**config.mk**
```make
export PLATFORM = sky130hd
export DESIGN_NAME = rotate_left_seq
export DESIGN_NICKNAME = d
export VERILOG_FILES = /design/src/rtl/rotate_left_seq_pkg.sv /design/src/rtl/rotl_step.sv /design/src/rtl/rotate_left_seq.sv
export SDC_FILE = /design/constraint.sdc
export NUM_CORES = 1
export LEC_CHECK = 0
export CAP_MARGIN = 0
export CORE_UTILIZATION = 30
export DETAILED_ROUTE_END_ITERATION = 7
export GPL_TIMING_DRIVEN = 1
export MAX_ROUTING_LAYER = met4
export SLEW_MARGIN = 20
export SYNTH_ARGS = -nofsm -noshare
export SYNTH_HDL_FRONTEND = slang
export SYNTH_SLANG_ARGS = --single-unit
```
**constraint.sdc**
```tcl
create_clock -name clk -period 2.25 [get_ports clk]
set_input_delay 0.45 -clock clk [delete_from_list [all_inputs] [get_ports clk]]
set_output_delay 0.45 -clock clk [all_outputs]
set_load 0.01 [all_outputs]
```
**src/rtl/rotate_left_seq_pkg.sv**
```systemverilog
// Shared definitions for the multi-cycle rotate-left unit.
// The FSM state encoding and the two step sizes live here.
// Both the top level and the step datapath use them.
package rotate_left_seq_pkg;

    // The encodings are fixed so that waveforms and external probes stay readable.
    typedef enum logic [1:0] {
        ST_IDLE = 2'b00,
        ST_RUN  = 2'b01,
        ST_DONE = 2'b10
    } state_t;

    // Bits moved per RUN cycle: the coarse step first, then the fine step for the remainder.
    localparam int STEP_BIG   = 4;
    localparam int STEP_SMALL = 1;

endpackage : rotate_left_seq_pkg

```
**src/rtl/rotl_step.sv**
```systemverilog
// One iteration of the rotate-left datapath (purely combinational).
// The data word moves left by STEP_BIG bits when big_i is high, and by STEP_SMALL bits otherwise.
// When fill_zero_i is high, the vacated LSBs are filled with zeros (logical shift).
// When fill_zero_i is low, the bits that leave the MSB re-enter at the LSB.
module rotl_step
    import rotate_left_seq_pkg::*;
#(
    parameter int WIDTH = 16
) (
    input  logic [WIDTH-1:0] data_i,
    input  logic             big_i,
    input  logic             fill_zero_i,
    output logic [WIDTH-1:0] next_o
);

    logic [STEP_BIG-1:0]   wrap_big;
    logic [STEP_SMALL-1:0] wrap_small;
    logic [WIDTH-1:0]      rot_big;
    logic [WIDTH-1:0]      rot_small;

    // The bits that leave the top re-enter at the bottom, unless zero fill is selected.
    assign wrap_big   = fill_zero_i ? {STEP_BIG{1'b0}}   : data_i[WIDTH-1 -: STEP_BIG];
    assign wrap_small = fill_zero_i ? {STEP_SMALL{1'b0}} : data_i[WIDTH-1 -: STEP_SMALL];

    assign rot_big   = {data_i[WIDTH-1-STEP_BIG:0],   wrap_big};
    assign rot_small = {data_i[WIDTH-1-STEP_SMALL:0], wrap_small};

    assign next_o = big_i ? rot_big : rot_small;

endmodule : rotl_step

```
**src/rtl/rotate_left_seq.sv**
```systemverilog
// Multi-cycle rotate-left unit. It sits beside the ALU shifter for ROL/SLL.
//
// Operation:
// - An accepted start loads the operand and the count.
// - The unit then rotates by 4 bits per cycle while at least 4 positions remain.
// - After that it rotates by 1 bit per cycle until the count is exhausted.
// - It then pulses done for one cycle.
// - out is the data register itself, so the result holds until the next accepted start.
// - start is accepted only in IDLE or DONE. A start raised in the DONE cycle begins the next operation with no gap.
//
// Optional feature: define ROTL_SHIFT_MODE_EN to add the shl input.
// - shl is captured together with in and cnt.
// - shl = 1 selects a logical shift left (zero fill) instead of a rotate.
// - Latency is the same in both modes.
module rotate_left_seq
    import rotate_left_seq_pkg::*;
#(
    parameter int WIDTH = 16,
    parameter int CNT_W = 4
) (
    input  logic             clk,
    input  logic             rst,
    input  logic             start,
    input  logic [WIDTH-1:0] in,
    input  logic [CNT_W-1:0] cnt,
`ifdef ROTL_SHIFT_MODE_EN
    input  logic             shl,
`endif
    output logic [WIDTH-1:0] out,
    output logic             busy,
    output logic             done
);

    localparam logic [CNT_W-1:0] BIG_CNT   = CNT_W'(STEP_BIG);
    localparam logic [CNT_W-1:0] SMALL_CNT = CNT_W'(STEP_SMALL);

    state_t           state_q;
    logic [WIDTH-1:0] data_q;
    logic [WIDTH-1:0] data_d;
    logic [CNT_W-1:0] rem_q;
    logic             busy_q;
    logic             done_q;
    logic             step_big;
    logic             fill_zero;

`ifdef ROTL_SHIFT_MODE_EN
    logic shl_q;

    // Capture the shift/rotate selection only when an operation is accepted.
    always_ff @(posedge clk or posedge rst) begin
        if (rst) begin
            shl_q <= 1'b0;
        end else if (start && (state_q != ST_RUN)) begin
            shl_q <= shl;
        end
    end

    assign fill_zero = shl_q;
`else
    assign fill_zero = 1'b0;
`endif

    // Take the coarse step while at least 4 positions remain.
    assign step_big = (rem_q >= BIG_CNT);

    rotl_step #(
        .WIDTH (WIDTH)
    ) u_step (
        .data_i      (data_q),
        .big_i       (step_big),
        .fill_zero_i (fill_zero),
        .next_o      (data_d)
    );

    // Sequencer: load on an accepted start, iterate in RUN, and pulse done for one cycle.
    always_ff @(posedge clk or posedge rst) begin
        if (rst) begin
            state_q <= ST_IDLE;
            data_q  <= '0;
            rem_q   <= '0;
            busy_q  <= 1'b0;
            done_q  <= 1'b0;
        end else begin
            case (state_q)
                ST_IDLE, ST_DONE: begin
                    done_q <= 1'b0;
                    if (start) begin
                        state_q <= ST_RUN;
                        data_q  <= in;
                        rem_q   <= cnt;
                        busy_q  <= 1'b1;
                    end else begin
                        state_q <= ST_IDLE;
                        busy_q  <= 1'b0;
                    end
                end
                ST_RUN: begin
                    if (rem_q == '0) begin
                        state_q <= ST_DONE;
                        busy_q  <= 1'b0;
                        done_q  <= 1'b1;
                    end else begin
                        data_q <= data_d;
                        rem_q  <= step_big ? (rem_q - BIG_CNT) : (rem_q - SMALL_CNT);
                    end
                end
                default: begin
                    state_q <= ST_IDLE;
                    busy_q  <= 1'b0;
                    done_q  <= 1'b0;
                end
            endcase
        end
    end

    assign out  = data_q;
    assign busy = busy_q;
    assign done = done_q;

endmodule : rotate_left_seq

```
== After elaboration in Yosys (flattened, before gate mapping) ==
Cells that the tools add are included.

* Magnitude comparators: 1
* Equal/unequal tests: 5
* Add/sub/neg operators: 2
* Reductions and logical operators: 5
* Muxes and demuxes: 16

{| class="wikitable"
|+ Operator list
! operator !! number
|-
| $mux W16 || 3
|-
| $pmux W16 S2 || 1
|-
| $mux W4 || 3
|-
| $pmux W4 S2 || 1
|-
| $ne A2 B2 Y1 const B || 3
|-
| $mux W1 || 5
|-
| $ge A4 B3 Y1 const B || 1
|-
| $logic_not A4 Y1 || 1
|-
| $pmux W2 S2 || 1
|-
| $sub A4 B1 Y4 const B || 1
|-
| $sub A4 B3 Y4 const B || 1
|-
| $reduce_and A3 Y1 || 1
|-
| $eq A2 B1 Y1 const B || 1
|-
| $eq A2 B2 Y1 const B || 1
|-
| $logic_not A2 Y1 || 1
|-
| $mux W2 || 1
|-
| $pmux W1 S2 || 1
|-
| $reduce_bool A2 Y1 || 1
|-
| $reduce_or A2 Y1 || 1
|}

* Bits in registers: 24
* Word-level logic and storage cells: 34
* Output and inout bits: 18
* Input port bits: 23

== Longest topological paths before layout ==
Gate-level depths: netlist of the first run.

* Depth in word-level cells: 4
* Depth in mapped cells: 8

== By module ==
Synthesis of the first run repeated with hierarchy kept, for this count alone.

* Cell total of the unflattened synthesis: 136
* Area total of the unflattened synthesis: 1415.1 um^2

{| class="wikitable"
|+ By module, submodules not included
! module !! cells each !! area an instance (um^2) !! instances
|-
| rotate_left_seq || 114 || 1166.1 || 1
|-
| rotl_step || 22 || 249.0 || 1
|}

== Worst setup path before layout of the first run ==
OpenSTA, ideal clock, no wires.

* Path kind: register to register
* From: register rem_q[3]
* To: register data_q[15] (netlist: out[15])
* Slack: 0.796 ns
* Data required time: 2.124 ns
* Path buffers: 1
* Stages on the path, launching flop included: 8
* Data arrival time: 1.328 ns
* Cell sequence: dfrtp_1 > inv_1 > ha_1 > buf_2 > mux2i_1 > nor2_1 > a21oi_1 > o21ai_2

* Word-level cells in the longest chain between the ends: 4
* Elaborated cells on any way between the ends: 7

{| class="wikitable"
|+ Ends and longest elaborated chain
! element !! line !! text
|-
| start, declared || rotate_left_seq.sv:40 || <nowiki>logic [CNT_W-1:0] rem_q;</nowiki>
|-
| start signal, assigned || rotate_left_seq.sv:90 || <nowiki>rem_q <= cnt;</nowiki>
|-
| start signal, assigned || rotate_left_seq.sv:104 || <nowiki>rem_q <= step_big ? (rem_q - BIG_CNT) : (rem_q - SMALL_CNT);</nowiki>
|-
| $ge A4 B3 Y1 || rotate_left_seq.sv:64 || <nowiki>assign step_big = (rem_q >= BIG_CNT);</nowiki>
|-
| $mux W16 || rotl_step.sv:28 || <nowiki>assign next_o = big_i ? rot_big : rot_small;</nowiki>
|-
| $mux W16 || rotate_left_seq.sv:98 || <nowiki>if (rem_q == '0) begin</nowiki>
|-
| $pmux W16 S2 || rotate_left_seq.sv:84 || <nowiki>case (state_q)</nowiki>
|-
| end signal, assigned || rotate_left_seq.sv:89 || <nowiki>data_q <= in;</nowiki>
|-
| end signal, assigned || rotate_left_seq.sv:103 || <nowiki>data_q <= data_d;</nowiki>
|-
| end, declared || rotate_left_seq.sv:38 || <nowiki>logic [WIDTH-1:0] data_q;</nowiki>
|}

Parallel ways exist; a longest one is shown, timed or not. The select of a mux whose other input is x is not followed.
A chain may end at the register's enable or synchronous reset.

== Worst setup path in the final report of the first run ==
* From: register data_q[6] (netlist: out[6])
* To: output port out[6]

{| class="wikitable"
|+ RTL lines
! element !! line !! text
|-
| end, declared || rotate_left_seq.sv:29 || <nowiki>output logic [WIDTH-1:0] out,</nowiki>
|}

No word-level cell between the ends.

==> flow_metrics.tcl, run 1 <==
set metrics [dict create \
    io_pins 41 \
    die_area_mm2 0.00518 \
    worstPathRequired_ns 1.80 \
    cts_hold_buffers 0 \
    synth-seq-area-share_pct 39.1 \
    ys_async_sr_fraction_pct 100 \
    rows 25 \
    vias 1173 \
    path_class "reg2out" \
    cts-root-buf "clkbuf_8" \
    synthesis.instances 151 \
    synthesis.nets 177 \
    synth_top_area_share_pct 39.1 \
    htreeDepth 1 \
    power_leakage_nw 0.807 \
    synth_area_per_cell_um2 9.74 \
    finalClockSkew_ns 0.00264 \
    grt_util_met2_pct 22.1 \
    antenna_found_initial 0 \
    critPathBufInv 1 \
    drc 0 \
    hold_viol_final 0 \
    post-route-cell-area_mm2 0.00195 \
    ys_types 29 \
    critPathLaunchType "flip-flop" \
    hp-class "in2async" \
    slew-limit-headroom_pct 75.0 \
    use_met3_pct 2.22 \
    ys_seq_elements 23 \
    rsz0062_at_grt "false" \
    crit_family "buffers and inverters" \
    drive_gt1_share_pct 25.1 \
    worstPathCellList "clkdlybuf4s50_1" \
    start_util_pct 31.1 \
    post_dp_cell_area_mm2 0.00190 \
    slew_violations 0 \
    fin_setup_tns_ns 0 \
    worstMarginPinSlew_ns 0.375 \
    grt_pass1_wl_um 5420 \
    drt_wl_total_um 3350 \
    maxCapViolCount 0 \
    synth-main-ff-cell "dfrtp_1" \
    avgViaCountPerCell 4.55 \
    max_freq_ghz 0.573 \
    synth_area_leaders "dfrtp_1, mux2i_1, o21ai_2" \
    end_kind "output pin" \
    synth-edff-count 0 \
    drt-pass1-iter-count 2 \
    busiest_layer "met2" \
    p_per_area_mw_per_mm2 1500 \
    clkLatencyLatePin_ns 0.26 \
    grt.met1_usage_pct 18.3 \
    setup_viol 0 \
    power_mw 2.92 \
    synth_common_cells "dfrtp_1, a21oi_1, nor2_1" \
    grt_max_degree 39 \
    cts.clk_slew.worst_paths_ns 0.08 \
    run_status "finished clean" \
    crit_path_top_delay_cell "clkdlybuf4s50_1" \
    cts_setup_buffers 0 \
    dp_hpwl_um 2470 \
    die_h_um 72.0 \
    grt_overflow 0 \
    ir_drop_v 0.000543 \
    grt.total_usage_pct 13.9 \
    synth_area_mm2 0.00147 \
    cp_max_fo 4 \
    critical_path_arrival_ns 1.29 \
    critPathMaxStageDelay_ns 0.57 \
    wl_per_cell_um 13.0 \
    routabilityCongestion 0.726 \
    place.port_buffers 40 \
    drt-initial-drc-count 23 \
    nNetsFinal 218 \
    clock_path_buffers 2 \
    cts_tree "done" \
    yosysTopAreaCell "dfrtp_1" \
    area_growth_pct 32.6 \
    cts_buffers 3 \
    post_cts_resized 0 \
    clock-sinks 23 \
    grt_pass1_vias 1129 \
    die_w_um 72.0 \
    yosys.cell_count.top_type "dfrtp_1" \
    diodes 0 \
    ant_nets 0 \
    ys_warn_count 0 \
    fp.coreArea_mm2 0.00472 \
    period_minus_slack_ns 1.74 \
    post-route-period-util_pct 77.5 \
]
-- layout by cell type (no fill, tap or decap), types with 3 or more instances in the layout --
cell type        instances
a21oi_1                 21
buf_4                    7
clkbuf_8                 3
clkdlybuf4s50_1         40
dfrtp_1                 23
ha_1                     3
inv_1                    7
mux2i_1                 16
nand2_2                 16
nor2_1                  18
o21ai_2                 17
-- layout make-up --
| type | count | area, µm² |
|---|---|---|
| clock buffers | 4 | 45.0 |
| fillers | 488 | 2770 |
| inverters | 8 | 35.0 |
| multi-input cells | 109 | 757 |
| flip-flops and latches | 23 | 576 |
| well taps | 67 | 83.8 |
| repair buffers | 47 | 453 |
-- report_power, final --
part	internal, mW	switching, mW	leakage (nW)
registers	0.612	0.217	0.284
clock network	0.126	0.128	0.0228
logic	0.877	0.963	0.501
total	1.61	1.31	0.807
-- path summary, 6_finish.rpt --
check,start,to,slack (ns),cells after the start
max,out[6],out[6],0.51,1
min,rst,out[2],0.54,3
max reg2reg,rem_q[3],out[5],0.64,7
min reg2reg,out[3],out[3],0.55,2
max in group asynchronous,rst,out[14],1.47,3
min in group clk,out[3],out[3],0.55,2
-- flip-flops by register name, summed over array words and instances, names as in the netlist --
name     count
out         16
busy         1
done         1
state_q      1
rem_q        4
-- routing by layer --
layer / wire length, µm / up-vias
met5: 0 / -
li1: - / 597
met1: 1670 / 548
met3: 125 / 2
met2: 1530 / 26
met4: 24 / 0
-- per-stage QoR --
| step | hold WS [ns] | setup slack (ns) | util, % | instances |
|---|---|---|---|---|
| 2_1_floorplan | 0.452 | 0.796 | - | 151 |
| 3_3_place_gp | 0.541 | 0.563 | 40.3 | 254 |
| 3_5_place_dp | 0.541 | 0.541 | 40.3 | 254 |
| 4_1_cts | 0.550 | 0.470 | 41.3 | 258 |
| 5_1_grt | 0.565 | 0.457 | 41.3 | 258 |
| 6_report | 0.543 | 0.506 | 41.3 | 258 |
-- kinds of logic (layout without fill, tap and decap cells) --
| logic type | Yosys count | after routing | synth area share (%) |
|---|---|---|---|
| flip-flops | 23 | 23 | 39.1 |
| AO/OA/AOI/OAI | 47 | 47 | 22.7 |
| AND/OR/NAND/NOR | 42 | 42 | 14.7 |
| multiplexers | 16 | 16 | 10.9 |
| XOR/XNOR | 1 | 1 | 0.596 |
| buffers and inverters | 19 | 59 | 9.36 |
| adder cells (fa/ha/maj) | 3 | 3 | 2.55 |
Note: power is estimated with default switching activity, not from simulation.
==> run 2, diff against run 1 <==
clock period = 1.4 ns   (was 2.25 ns; I/O delays follow)
==> run 2 against run 1 <==
Net effect: the flow now finishes with violations (negative setup slack); critical path depth is 6 higher; clock skew is 0.0026 ns higher; power is 120% higher; clock power is 69% higher; critical path type is now reg2reg; setup slack worse by 0.54 ns.
==> flow_metrics.tcl, run 2 (synthesis results as in run 1) <==
set metrics [dict create \
    slew_violations 0 \
    violations "negative setup slack" \
    ir_drop_v 0.00102 \
    end_kind "flip-flop" \
    critical_path_arrival_ns 1.59 \
    grt_overflow 0 \
    nNetsFinal 251 \
    grt_pass1_wl_um 6520 \
    clock_path_buffers 2 \
    r2r-end "out[12]" \
    place.port_buffers 40 \
    drt-pass1-iter-count 4 \
    slew-limit-headroom_pct 79.1 \
    grt.total_usage_pct 16.9 \
    start_util_pct 31.1 \
    p_per_area_mw_per_mm2 2570 \
    drive_gt1_share_pct 47.8 \
    rsz0062_at_grt "true" \
    critPathBufInv 2 \
    cp.depth 7 \
    grt_max_degree 25 \
    antenna_found_initial 0 \
    rows 25 \
    dp_hpwl_um 2630 \
    routabilityCongestion 0.765 \
    drc 0 \
    post-route-period-util_pct 102 \
    die_h_um 72.0 \
    post_dp_cell_area_mm2 0.00210 \
    htreeDepth 1 \
    r2r_slack_ns -0.03 \
    finalClockSkew_ns 0.00526 \
    fill_cells 428 \
    grt_pass1_vias 1282 \
    run_status "finished with violations" \
    ant_nets 0 \
    reg2reg_depth 7 \
    r2r_start "rem_q[3]" \
    cts_hold_buffers 0 \
    max_freq_ghz 0.700 \
    cts.clk_slew.worst_paths_ns 0.09 \
    drt_wl_total_um 4090 \
    period_minus_slack_ns 1.43 \
    critPathMaxStageDelay_ns 0.38 \
    mostFrequentLayoutCells "buf_4, dfrtp_1, clkdlybuf4s50_1" \
    cts_buffers 3 \
    whs_ns 0.352 \
    io_pins 41 \
    vias 1332 \
    cts-root-buf "clkbuf_8" \
    drt-initial-drc-count 71 \
    post-route-cell-area_mm2 0.00246 \
    mostFrequentLayoutCell "buf_4" \
    area_growth_pct 67.6 \
    critPathLaunchType "flip-flop" \
    path_class "reg2reg" \
    hold_viol_final 0 \
    clkLatencyLatePin_ns 0.27 \
    die_w_um 72.0 \
    setup_viol 12 \
    hp-class "in2async" \
    worstMarginPinSlew_ns 0.313 \
    avgViaCountPerCell 4.58 \
    worstPathRequired_ns 1.56 \
    wl_per_cell_um 14.0 \
    cp_max_fo 5 \
    crit_family "flip-flops" \
    power_leakage_nw 1.10 \
    maxCapViolCount 0 \
    post-route-util_pct 52.2 \
    crit_path_top_delay_cell "dfrtp_1" \
    clock-sinks 23 \
    diodes 0 \
    cts_tree "done" \
    die_area_mm2 0.00518 \
    setup_ws_ns -0.0291 \
    fp.coreArea_mm2 0.00472 \
    worstPathCellList "inv_2, ha_4, clkbuf_16, mux2i_1, nor2_1, a21oi_1, o21ai_2" \
    largest_reg_flops 16 \
    fin_setup_tns_ns -0.147 \
]
run 2: per-layer routing:
layer  track usage, %  wire length (µm)  part of all wire, %
met1             22.7              1920                   47
met2             26.4              2010                   49
met3             3.75               142                  3.5
met4             3.27                17                 0.42
met5                -                 0                    0
run 2: worst max-delay path by stage:
stage	from	endpoint	slack [ns]
2_1_floorplan	rem_q[3]	out[15]	0.009
3_3_place_gp	start	out[15]	-0.05
3_5_place_dp	start	rem_q[1]	-0.07
4_1_cts	rem_q[2]	out[0]	-0.04
5_1_grt	rem_q[2]	out[10]	-0.12
6_report	rem_q[3]	out[12]	-0.03
run 2: repair_timing:
action | 4_1_cts | 5_1_grt
gates resized for setup | 35 | 20
setup buffers | 8 | 3
endpoints found under the setup margin | 37 | 20
pin swaps | 1 | 2
gates cloned | 2 | 2
run 2: cell type report:
class,instances,area [µm²],area share (%)
multi-input cells,109,887,36.0
repair buffers,80,833,33.8
flip-flops and latches,23,577,23.4
well taps,67,83.8,3.40
clock buffers,4,45.0,1.83
inverters,8,37.5,1.52
run 2: worst register-to-register path, delay by kind of cell, from the launching register on:
| family | cells | cell delay [ns] |
|---|---|---|
| compound gates | 2 | 0.22 |
| fa+ha+maj | 1 | 0.21 |
| buf+inv | 2 | 0.28 |
| simple gates | 1 | 0.07 |
| flops | 1 | 0.38 |
| mux | 1 | 0.17 |
run 2: report_power, final:
part | total [mW] | internal [mW] | switching [mW]
Clock | 0.429 | 0.204 | 0.226
Combinational | 4.74 | 2.49 | 2.26
Sequential | 1.16 | 0.986 | 0.176
run 2: through the flow:
step | std cells | power, mW | worst slack [ns]
2_1_floorplan | 151 | 3.61 | 0.00916
3_3_place_gp | 272 | 4.93 | -0.0545
3_5_place_dp | 272 | 4.97 | -0.0717
4_1_cts | 286 | 5.83 | -0.0396
5_1_grt | 291 | 6.80 | -0.115
6_report | 291 | 6.33 | -0.0291
